$ cat src/rtl/serial_adder_pkg.sv
// Shared types and encodings for the serial adder.
//   state_t : FSM state encoding (IDLE=0, RUN=1, DONE=2)
//   OP_ADD / OP_SUB : op input encodings
package serial_adder_pkg;

   typedef enum logic [1:0] {
      ST_IDLE = 2'd0,
      ST_RUN  = 2'd1,
      ST_DONE = 2'd2
   } state_t;

   localparam logic OP_ADD = 1'b0;
   localparam logic OP_SUB = 1'b1;

endpackage

$ cat src/rtl/serial_adder_digit_adder.sv
// Combinational DIGIT-bit adder slice used by serial_adder.
//   x, y  : DIGIT-bit operand slices
//   ci    : carry in
//   sum   : DIGIT-bit sum slice
//   co    : carry out of the top bit
//   c_msb : carry into the top bit (for signed overflow)
module digit_adder
   import serial_adder_pkg::*;
#(
   parameter int unsigned DIGIT = 1
) (
   input  logic [DIGIT-1:0] x,
   input  logic [DIGIT-1:0] y,
   input  logic             ci,
   output logic [DIGIT-1:0] sum,
   output logic             co,
   output logic             c_msb
);

   logic [DIGIT:0] full;

   assign full  = {1'b0, x} + {1'b0, y} + (DIGIT+1)'(ci);
   assign sum   = full[DIGIT-1:0];
   assign co    = full[DIGIT];
   // Carry into the top bit recovered from that bit's sum and operands.
   assign c_msb = sum[DIGIT-1] ^ x[DIGIT-1] ^ y[DIGIT-1];

endmodule

$ cat src/rtl/serial_adder.sv
// Digit-serial adder/subtractor: processes DIGIT bits per clock, LSB first.
//   clk, rst        : clock, synchronous active-high reset
//   start, op, cin  : request, 0=add/1=sub, carry/borrow in (sampled with start)
//   a, b            : WIDTH-bit operands (sampled with start)
//   busy, done      : busy while slices are processed, one-cycle done pulse
//   s, cout, ovf    : registered result, carry out (sub: 1=no borrow), signed overflow
module serial_adder
   import serial_adder_pkg::*;
#(
   parameter int unsigned WIDTH = 8,
   parameter int unsigned DIGIT = 1
) (
   input  logic             clk,
   input  logic             rst,
   input  logic             start,
   input  logic             op,
   input  logic [WIDTH-1:0] a,
   input  logic [WIDTH-1:0] b,
   input  logic             cin,
   output logic             busy,
   output logic             done,
   output logic [WIDTH-1:0] s,
   output logic             cout,
   output logic             ovf
);

   localparam int unsigned N     = WIDTH / DIGIT;
   localparam int unsigned CNT_W = $clog2(N + 1);

   if (DIGIT == 0 || DIGIT > WIDTH || (WIDTH % DIGIT) != 0) begin : g_bad_cfg
      $error("serial_adder: DIGIT must be nonzero, divide WIDTH and not exceed it");
   end

   state_t             state;
   logic [WIDTH-1:0]   acc_sr;   // operand A shifting out, result shifting in
   logic [WIDTH-1:0]   b_sr;
   logic               carry;
   logic [CNT_W-1:0]   cnt;
   logic [DIGIT-1:0]   dsum;
   logic               dco;
   logic               dmsb;
   logic [WIDTH-1:0]   acc_next;

   digit_adder #(.DIGIT(DIGIT)) u_digit (
      .x     (acc_sr[DIGIT-1:0]),
      .y     (b_sr[DIGIT-1:0]),
      .ci    (carry),
      .sum   (dsum),
      .co    (dco),
      .c_msb (dmsb)
   );

   // New sum slice enters at the top as the consumed A slice leaves the bottom.
   if (N == 1) begin : g_one
      assign acc_next = dsum;
   end else begin : g_multi
      assign acc_next = {dsum, acc_sr[WIDTH-1:DIGIT]};
   end

   // FSM, datapath shifters and registered outputs.
   always_ff @(posedge clk) begin
      if (rst) begin
         state  <= ST_IDLE;
         busy   <= 1'b0;
         done   <= 1'b0;
         s      <= '0;
         cout   <= 1'b0;
         ovf    <= 1'b0;
         carry  <= 1'b0;
         cnt    <= '0;
         acc_sr <= '0;
         b_sr   <= '0;
      end else begin
         case (state)
            ST_IDLE: begin
               done <= 1'b0;
               if (start) begin
                  acc_sr <= a;
                  b_sr   <= (op == OP_ADD) ? b : ~b;
                  carry  <= cin ^ op;
                  cnt    <= '0;
                  busy   <= 1'b1;
                  state  <= ST_RUN;
               end
            end
            ST_RUN: begin
               acc_sr <= acc_next;
               b_sr   <= b_sr >> DIGIT;
               carry  <= dco;
               if (cnt == CNT_W'(N - 1)) begin
                  s     <= acc_next;
                  cout  <= dco;
                  ovf   <= dco ^ dmsb;
                  busy  <= 1'b0;
                  done  <= 1'b1;
                  state <= ST_DONE;
               end else begin
                  cnt <= cnt + CNT_W'(1);
               end
            end
            ST_DONE: begin
               done  <= 1'b0;
               state <= ST_IDLE;
            end
            default: begin
               busy  <= 1'b0;
               done  <= 1'b0;
               state <= ST_IDLE;
            end
         endcase
      end
   end

endmodule
$ cat config.mk
export PLATFORM = sky130hd
export DESIGN_NAME = serial_adder
export DESIGN_NICKNAME = d
export VERILOG_FILES = /design/src/rtl/serial_adder_pkg.sv /design/src/rtl/serial_adder_digit_adder.sv /design/src/rtl/serial_adder.sv
export SDC_FILE = /design/constraint.sdc
export NUM_CORES = 1
export LEC_CHECK = 0
export ABC_AREA = 1
export CELL_PAD_IN_SITES_DETAIL_PLACEMENT = 0
export CELL_PAD_IN_SITES_GLOBAL_PLACEMENT = 1
export CORE_UTILIZATION = 40
export CTS_BUF_LIST = sky130_fd_sc_hd__clkbuf_4
export DETAILED_ROUTE_END_ITERATION = 8
export PLACE_DENSITY = 0.95
export SKIP_CTS_REPAIR_TIMING = 1
export SYNTH_ARGS = -nofsm -noshare
export SYNTH_HDL_FRONTEND = slang
export SYNTH_HIERARCHICAL = 1
export SYNTH_SLANG_ARGS = --single-unit
$ cat constraint.sdc
create_clock -name clk -period 3.3 [get_ports clk]
set_input_delay 0.33 -clock clk [delete_from_list [all_inputs] [get_ports clk]]
set_output_delay 0.33 -clock clk [all_outputs]
set_load 0.1 [all_outputs]
; ---- Yosys cells after proc, flatten, opt, wreduce, memory -nomap -nowiden
; Cells that the tools add are included.
[totals]
register_bits = 35
input_bits = 21
elab_cells = 50
[classes]
add_sub_neg = 3
eq_ne = 6
n_mux = 16
bitwise = 7
reduce_logical = 8
[op_table]
columns = op, count
row1 = $pmux 8 s2, 2
row2 = $mux 8, 3
row3 = $mux 4, 2
row4 = $not 8->8, 1
row5 = $pmux 4 s2, 1
row6 = $ne 2x2->1 const B, 3
row7 = $reduce_and 2->1, 3
row8 = $reduce_and 3->1, 2
row9 = $add 4x1->4 const B, 1
row10 = $eq 4x3->1 const B, 1
row11 = $mux 2, 2
row12 = $pmux 2 s2, 1
row13 = $xor 1x1->1, 4
row14 = $mux 1, 3
row15 = $pmux 1 s3, 1
row16 = $add 1x1->2, 1
row17 = $add 2x1->2, 1
row18 = $eq 2x1->1 const B, 1
row19 = $eq 2x2->1 const B, 1
row20 = $logic_not 2->1, 1
row21 = $not 1->1, 2
row22 = $pmux 1 s2, 1
row23 = $reduce_bool 2->1, 1
row24 = $reduce_or 2->1, 1

; ---- Depth between registers and ports, before layout
; Gate-level depths: netlist (run 1).
[depth]
word_depth = 5
ltp_mapped = 8
mapped_depth_nobuf = 8

; ---- Cells and area by module
; Netlist (run 1), hierarchy kept.
[by_module_without_submodules]
columns = module, instances, cells_per_inst, area_each_um2, seq_area_each_um2
row1 = serial_adder, 1, 232, 1615.3, 700.7
row2 = digit_adder, 1, 11, 60.1, 0.0

; ---- Worst setup path before layout (run 1)
; No wires, ideal clock.
[synth_timing]
path_kind = register to register
startpoint = register b_sr[0]
endpoint = register ovf
setup_time_ns = 0.070
t_arrival_ns = 1.452
path_slack_ns = 1.778
stages_incl_launch_ff = 9
path_buffers = 0
synth_period_minus_slack_ns = 1.522
path_cell_list = dfxtp_1 > fa_1 > inv_1 > nand2_1 > nand3_1 > nand2_1 > xor2_1 > nand2_1 > a21oi_1
[synth_via]
elab_chain_cells = 5
[synth_rtl]
columns = item, line_no
row1 = start: declaration, serial_adder.sv:36  ; logic [WIDTH-1:0] b_sr;
row2 = start signal: assignment, serial_adder.sv:79  ; b_sr <= (op == OP_ADD) ? b : ~b;
row3 = start signal: assignment, serial_adder.sv:88  ; b_sr <= b_sr >> DIGIT;
row4 = $add 1x1->2, serial_adder_digit_adder.sv:22  ; assign full = {1'b0, x} + {1'b0, y} + (DIGIT+1)'(ci);
row5 = $add 2x1->2, serial_adder_digit_adder.sv:22
row6 = named net dsum, serial_adder.sv:39  ; logic [DIGIT-1:0] dsum;
row7 = $xor 1x1->1 (2 in a row), serial_adder_digit_adder.sv:26  ; assign c_msb = sum[DIGIT-1] ^ x[DIGIT-1] ^ y[DIGIT-1];
row8 = named net dmsb, serial_adder.sv:41  ; logic dmsb;
row9 = $xor 1x1->1, serial_adder.sv:93  ; ovf <= dco ^ dmsb;
row10 = end signal: assignment, serial_adder.sv:93
row11 = end: declaration, serial_adder.sv:24  ; output logic ovf
; The timed path passes the listed nets, and every way through them passes these cells.
; A chain may end at the register's enable or synchronous reset.

; ---- Worst setup path in the final report (run 1)
[layout_timing]
startpoint = register ovf
endpoint = output port ovf
; No word-level cell between the ends.

==> flow_metrics.env, run 1 <==
export IMPL_skew_ns=0.01409
export IMPL_cts_max_path_buffers=2
export IMPL_synth_top_family_by_area="simple AND/OR/NAND/NOR gates"
export IMPL_drt_pass1_iter_count=4
export IMPL_tightestPinTransition_ns=0.9744
export IMPL_cp_end_kind="primary output"
export IMPL_pre_cts_ws_ns=1.356
export IMPL_worstPathCellList="clkdlybuf4s50_1"
export IMPL_status="finished, final reports clean"
export IMPL_num_antenna_cells=0
export IMPL_switchingPower_uw=258.6
export IMPL_power_uw=879.8
export IMPL_synthesis_nets=266
export IMPL_drtIter0Drc=72
export IMPL_rrSetupSlack_ns=1.62
export IMPL_port_buffers=32
export IMPL_io_pins=33
export IMPL_htreeDepth=2
export IMPL_final_cell_area_um2=2057
export IMPL_worst_path_buf_inv=1
export IMPL_endpoint="ovf"
export IMPL_antenna_left=0
export IMPL_synth_area_um2=1675
export IMPL_clockPowerShare=0.271
export IMPL_seqCellArea_um2=700.7
export IMPL_swShare=0.2939
export IMPL_met1_usage=0.2318
export IMPL_period_needed_ns=2.168
export IMPL_synthToLayoutAreaGrowth_pct=22.78
export IMPL_critPathLaunchType="register"
export IMPL_synthAdderAreaFrac=0.01942
export IMPL_p_comb_frac=0.197
export IMPL_die_x_um=66.72
export IMPL_post_dp_cell_area_um2=1999
export IMPL_busiest_layer="met2"
export IMPL_critPathMaxFanout=2
export IMPL_crit_path_top_delay_cell="clkdlybuf4s50_1"
export IMPL_cp_slowest_stage_delay_ns=1.13
export IMPL_grtUsageMet2=0.2866
export IMPL_drc_errors=0
export IMPL_arrival_ns=1.84
export IMPL_p_int_uw=621.2
export IMPL_synth_cell_type_count=27
export IMPL_grtUsageTotal=0.1821
export IMPL_final_setup_tns_ns=0
export IMPL_vias_per_cell=4.793
export IMPL_drive_gt1_frac=0.07664
export IMPL_yosysWarnings=6
export IMPL_min_path_type="register to register"
export IMPL_r2r_start="b_sr[0]$_SDFFE_PP0P_"
export IMPL_drt_total_wl_um=3451
export IMPL_slew_violations=0
export IMPL_grt_pass1_wl_um=6044
export IMPL_multi_input_area_um2=824.5
export IMPL_core_area_um2=4000
export IMPL_r2r_end="ovf$_SDFFE_PP0P_"
export IMPL_finalNetCount=296
export IMPL_setup_viol=0
export IMPL_gr_usage_met3=0.06164
export IMPL_synthSimpleGateAreaFrac=0.3069
export IMPL_grt_pass1_vias=1400
export IMPL_power_leakage_uw=0.0008935
export IMPL_cts_tree="yes"
export IMPL_cp_top_family="buffers and inverters"
export IMPL_fmax_mhz=461.2
export IMPL_initial_core_util=0.4188
export IMPL_numCtsBuffers=5
export IMPL_power_density_nw_per_um2=427.7
export IMPL_setup_slack_ns=1.132
export IMPL_ys_ff_latch=35
export IMPL_slew_headroom=0.3484
export IMPL_finalHoldViolCount=0
export IMPL_grt_max_degree=25
export IMPL_peakVddDrop_mv=0.3030
export IMPL_cts_sinks=35
export IMPL_synth_xor_area_frac=0.01568
export IMPL_die_area_um2=4451
export IMPL_startpoint="ovf$_SDFFE_PP0P_"
export IMPL_synthesis_instances=243
export IMPL_dp_hpwl_um=2417
export IMPL_antenna_found_initial=0
export IMPL_vias=1553
export IMPL_required_ns=2.97
export IMPL_wire_per_inst_um=10.65
export IMPL_cts_root_buf="clkbuf_4"
export IMPL_gp_congestion=0.7691
export IMPL_ys_seq_area_frac=0.4182
export IMPL_pwr_share_seq=0.532
export IMPL_rsz0062_at_grt="no"
export IMPL_syn_avg_cell_area_um2=6.894
export IMPL_synth_compound_area_share=0.1501
export IMPL_grt_overflow=0
export IMPL_critical_path_class="register to primary output"
export IMPL_clock_latency_ns=0.34
export IMPL_num_rows=23
export IMPL_cts_clk_slew_worst_paths_ns=0.11
export IMPL_path_depth=1
export IMPL_min_period_over_period=0.6570
export IMPL_die_height_um=66.72
export IMPL_synth_mux_area_frac=0
export IMPL_maxCapViolCount=0
export IMPL_rr_worst_depth=8
export IMPL_fill_cells=425
-- metal layers --
| layer | part of all wire | wire [µm] |
|---|---|---|
| met5 | 0 | 0 |
| met4 | 0.0038 | 13 |
| met3 | 0.045 | 155 |
| met2 | 0.45 | 1538 |
| met1 | 0.51 | 1744 |
-- power by group through the flow --
| stage | clock network [µW] | registers, µW | logic [µW] |
|---|---|---|---|
| after floorplan | 0 | 481 | 120 |
| after global placement | 0 | 478 | 171 |
| after detailed placement | 0 | 478 | 173 |
| after CTS | 247 | 469 | 174 |
| after global routing | 259 | 473 | 196 |
| final | 239 | 468 | 173 |
-- final cells by class --
cell class,count,area share
sequential,35,0.3406
timing repair buffer,33,0.1594
clock inverter,1,0.002433
multi-input combinational,176,0.4009
tap,50,0.03041
inverter,22,0.04075
clock buffer,7,0.02555
-- cell usage after synthesis, drive strengths merged --
| cell type | number | area [µm²] |
|---|---|---|
| ha | 1 | 12.51 |
| a21oi | 14 | 70.07 |
| buf | 9 | 62.55 |
| clkbuf | 1 | 3.750 |
| fa | 1 | 20.02 |
| xor2 | 2 | 17.52 |
| clkinv | 2 | 8.750 |
| nor2 | 64 | 245.2 |
| nand2 | 40 | 155.1 |
| inv | 20 | 75.07 |
| xnor2 | 1 | 8.760 |
| or2 | 2 | 12.51 |
| o21ai | 25 | 128.9 |
| o21bai | 7 | 52.55 |
| dfxtp | 35 | 700.7 |
| nand3 | 17 | 90.09 |
| nor3 | 1 | 5.000 |
| nand4 | 1 | 6.260 |
-- stage by stage --
| step | std cells | hold slack, ns | util |
|---|---|---|---|
| 4_1_cts | 324 | 0.4738 | 0.5142 |
| 3_3_place_gp | 316 | 0.4591 | 0.4998 |
| 6_report | 324 | 0.4663 | 0.5142 |
| 3_5_place_dp | 316 | 0.4539 | 0.4998 |
| 2_1_floorplan | 243 | 0.4409 | - |
| 5_1_grt | 324 | 0.4841 | 0.5142 |
-- kinds of logic after synthesis --
family,after synthesis
buffers and inverters,32
flip-flops,35
adder cells (fa/ha/maj),2
AO/OA/AOI/OAI,46
XOR/XNOR,3
AND/OR/NAND/NOR,125
-- worst min path at each step --
| stage | start | end | slack, ns | cells after the start |
|---|---|---|---|---|
| after CTS | busy$_SDFFE_PP0P_ | busy$_SDFFE_PP0P_ | 0.47 | 2 |
| final | busy$_SDFFE_PP0P_ | busy$_SDFFE_PP0P_ | 0.47 | 2 |
| after detailed placement | busy$_SDFFE_PP0P_ | busy$_SDFFE_PP0P_ | 0.45 | 2 |
| after global routing | busy$_SDFFE_PP0P_ | busy$_SDFFE_PP0P_ | 0.48 | 2 |
| after global placement | busy$_SDFFE_PP0P_ | busy$_SDFFE_PP0P_ | 0.46 | 2 |
| after floorplan | b_sr[7]$_SDFFE_PP0P_ | b_sr[7]$_SDFFE_PP0P_ | 0.44 | 2 |
-- flip-flops by register name, indices dropped and copies added, names as in the netlist --
register,flops
state,2
carry,1
cout,1
cnt,4
busy,1
b_sr,8
acc_sr,8
s,8
ovf,1
done,1
-- cell usage in the layout, fill, tap and decap left out --
cell and count:
nor2_1 62, nand2_1 38, dfxtp_1 35, clkdlybuf4s50_1 32, inv_1 17, o21ai_0 17
nand3_1 16, a21oi_1 14, o21ai_1 7, o21bai_1 7, clkbuf_4 7, inv_2 3
nor2_2 2, nand2_2 2, xor2_1 2, or2_2 2, clkinv_2 2, xnor2_1 1
nand3_2 1, nand4_1 1, clkinv_1 1, nor3_1 1, o21ai_2 1, ha_1 1
buf_4 1, fa_1 1
(Power assumes the default switching activity.)
==> run 2: changes to the inputs <==
Settings changed: CORE_UTILIZATION 40 to 34, PLACE_DENSITY 0.95 to 0.88.
Clock period 3.3 ns to 1.85 ns, I/O delays scaled along.
==> run 2 against run 1 <==
  * Register-to-register slack worse by 1.4 ns
  * Clock power is 72% higher
  * Utilization is 7.5 points lower
  * Global-route usage is 2.8 points lower
  * First-iteration DRC count is 11% higher
  * Total power is 77% higher
  * Cell count is 6.5% higher
  * Sequential cell count stayed put
  * Wire length is 3.0% higher
  * Largest power group unchanged
  * Sequential power is 78% higher
==> flow_metrics.env, run 2 (synthesis results as in run 1) <==
export IMPL_cts_tree="yes"
export IMPL_met3_length_um=158
export IMPL_wl_met1_um=1637
export IMPL_finalNetCount=300
export IMPL_period_needed_ns=1.618
export IMPL_gp_congestion=0.7557
export IMPL_final_setup_tns_ns=0
export IMPL_cp_slowest_stage_delay_ns=0.63
export IMPL_status="finished, final reports clean"
export IMPL_tightestPinTransition_ns=0.5172
export IMPL_hp_start="b_sr[7]$_SDFFE_PP0P_"
export IMPL_critPathLaunchType="register"
export IMPL_min_to="b_sr[7]$_SDFFE_PP0P_"
export IMPL_cp_common_cell="nand2_1"
export IMPL_port_buffers=32
export IMPL_num_rows=25
export IMPL_dp_hpwl_um=2475
export IMPL_top_layer_used="met4"
export IMPL_wire_per_inst_um=10.30
export IMPL_rrSetupSlack_ns=0.23
export IMPL_antenna_found_initial=0
export IMPL_drc_errors=0
export IMPL_die_x_um=72.20
export IMPL_grt_pass1_vias=1424
export IMPL_antenna_left=0
export IMPL_required_ns=2.14
export IMPL_power_density_nw_per_um2=752.2
export IMPL_htreeDepth=2
export IMPL_arrival_ns=1.91
export IMPL_top_regs="acc_sr (8), b_sr (8), s (8)"
export IMPL_post_dp_cell_area_um2=2021
export IMPL_final_cell_area_um2=2073
export IMPL_drive_gt1_frac=0.1331
export IMPL_cp_end_kind="register"
export IMPL_rsz0062_at_grt="no"
export IMPL_slew_headroom=0.6548
export IMPL_final_cell_mix="nor2_1 (62), nand2_1 (38), dfxtp_1 (35)"
export IMPL_cts_max_path_buffers=2
export IMPL_drtIter0Drc=80
export IMPL_min_path_type="register to register"
export IMPL_cts_sinks=35
export IMPL_grtUsageTotal=0.1540
export IMPL_synthToLayoutAreaGrowth_pct=23.75
export IMPL_io_pins=33
export IMPL_vias_per_cell=4.580
export IMPL_initial_core_util=0.3547
export IMPL_r2r_end="ovf$_SDFFE_PP0P_"
export IMPL_grt_max_degree=25
export IMPL_worstPathCellList="fa_1, inv_1, nand2_1, nand3_1, nand2_1, xor2_1, nand2_1, a21oi_1"
export IMPL_vias=1580
export IMPL_min_path_cells=2
export IMPL_dr_wl_met2_um=1709
export IMPL_clock_latency_ns=0.35
export IMPL_skew_ns=0.006407
export IMPL_setup_viol=0
export IMPL_slew_violations=0
export IMPL_crit_path_top_delay_cell="fa_1"
export IMPL_cts_clk_slew_worst_paths_ns=0.11
export IMPL_r2r_start="b_sr[0]$_SDFFE_PP0P_"
export IMPL_power_leakage_uw=0.0009356
export IMPL_finalHoldViolCount=0
export IMPL_min_period_over_period=0.8744
export IMPL_rr_worst_depth=8
export IMPL_peakVddDrop_mv=0.3154
export IMPL_critical_path_class="register to register"
export IMPL_maxCapViolCount=0
export IMPL_final_common_cell="nor2_1"
export IMPL_die_area_um2=5212
export IMPL_numCtsBuffers=5
export IMPL_grt_pass1_wl_um=6175
export IMPL_num_antenna_cells=0
export IMPL_drt_total_wl_um=3555
export IMPL_cts_root_buf="clkbuf_4"
export IMPL_grt_overflow=0
export IMPL_die_height_um=72.20
export IMPL_critPathMaxFanout=5
export IMPL_drt_pass1_iter_count=5
export IMPL_core_area_um2=4723
export IMPL_fmax_mhz=618.2
## run 2: worst max path at each step
stage | startpoint | endpoint | cells past startpoint | slack (ns)
after floorplan | b_sr[0]$_SDFFE_PP0P_ | ovf$_SDFFE_PP0P_ | 8 | 0.33
after global placement | b_sr[0]$_SDFFE_PP0P_ | ovf$_SDFFE_PP0P_ | 8 | 0.28
after detailed placement | b_sr[0]$_SDFFE_PP0P_ | ovf$_SDFFE_PP0P_ | 8 | 0.24
after CTS | b_sr[0]$_SDFFE_PP0P_ | ovf$_SDFFE_PP0P_ | 8 | 0.22
after global routing | b_sr[0]$_SDFFE_PP0P_ | ovf$_SDFFE_PP0P_ | 8 | 0.09
final | b_sr[0]$_SDFFE_PP0P_ | ovf$_SDFFE_PP0P_ | 8 | 0.23
## run 2: per-stage QoR
| stage | cells | worst slack (ns) | utilization | power [µW] | hold WS, ns |
|---|---|---|---|---|---|
| 4_1_cts | 345 | 0.2244 | 0.4389 | 1581 | 0.4742 |
| 3_3_place_gp | 337 | 0.2826 | 0.4278 | 1164 | 0.4522 |
| 5_1_grt | 345 | 0.09071 | 0.4389 | 1667 | 0.4939 |
| 2_1_floorplan | 243 | 0.3279 | - | 1072 | 0.3507 |
| 6_report | 345 | 0.2324 | 0.4389 | 1559 | 0.4687 |
| 3_5_place_dp | 337 | 0.2415 | 0.4278 | 1169 | 0.4551 |
## run 2: layer usage
| metal | GRT usage | vias to the layer above |
|---|---|---|
| met5 | 0 | - |
| met3 | 0.05000 | 4 |
| met4 | 0.06100 | 0 |
| li1 | - | 839 |
| met2 | 0.2523 | 27 |
| met1 | 0.1870 | 710 |
## run 2: critical path, delay by kind of cell, from the launching register on
kind                     cells  cell delay [ns]
flip-flops                   1             0.36
AO/OA/AOI/OAI                1             0.11
adder cells (fa/ha/maj)      1             0.63
XOR/XNOR                     1             0.14
AND/OR/NAND/NOR              4             0.25
buffers and inverters        1             0.08
## run 2: area by class of cell
| class | count | area [µm²] |
|---|---|---|
| sequential | 35 | 700.7 |
| clock buffer | 5 | 37.54 |
| multi-input combinational | 176 | 824.5 |
| inverter | 22 | 83.83 |
| fill | 500 | 2650 |
| clock inverter | 3 | 15.01 |
| timing repair buffer | 37 | 327.8 |
| tap | 67 | 83.83 |
## run 2: power breakdown
group / total (µW) / internal, µW / switching [µW] / leakage [µW]
Sequential: 835 / 801 / 34.5 / 0.000287
Clock: 410 / 141 / 269 / 0.0000347
Combinational: 314 / 137 / 177 / 0.000613
Total: 1560 / 1080 / 481 / 0.000936
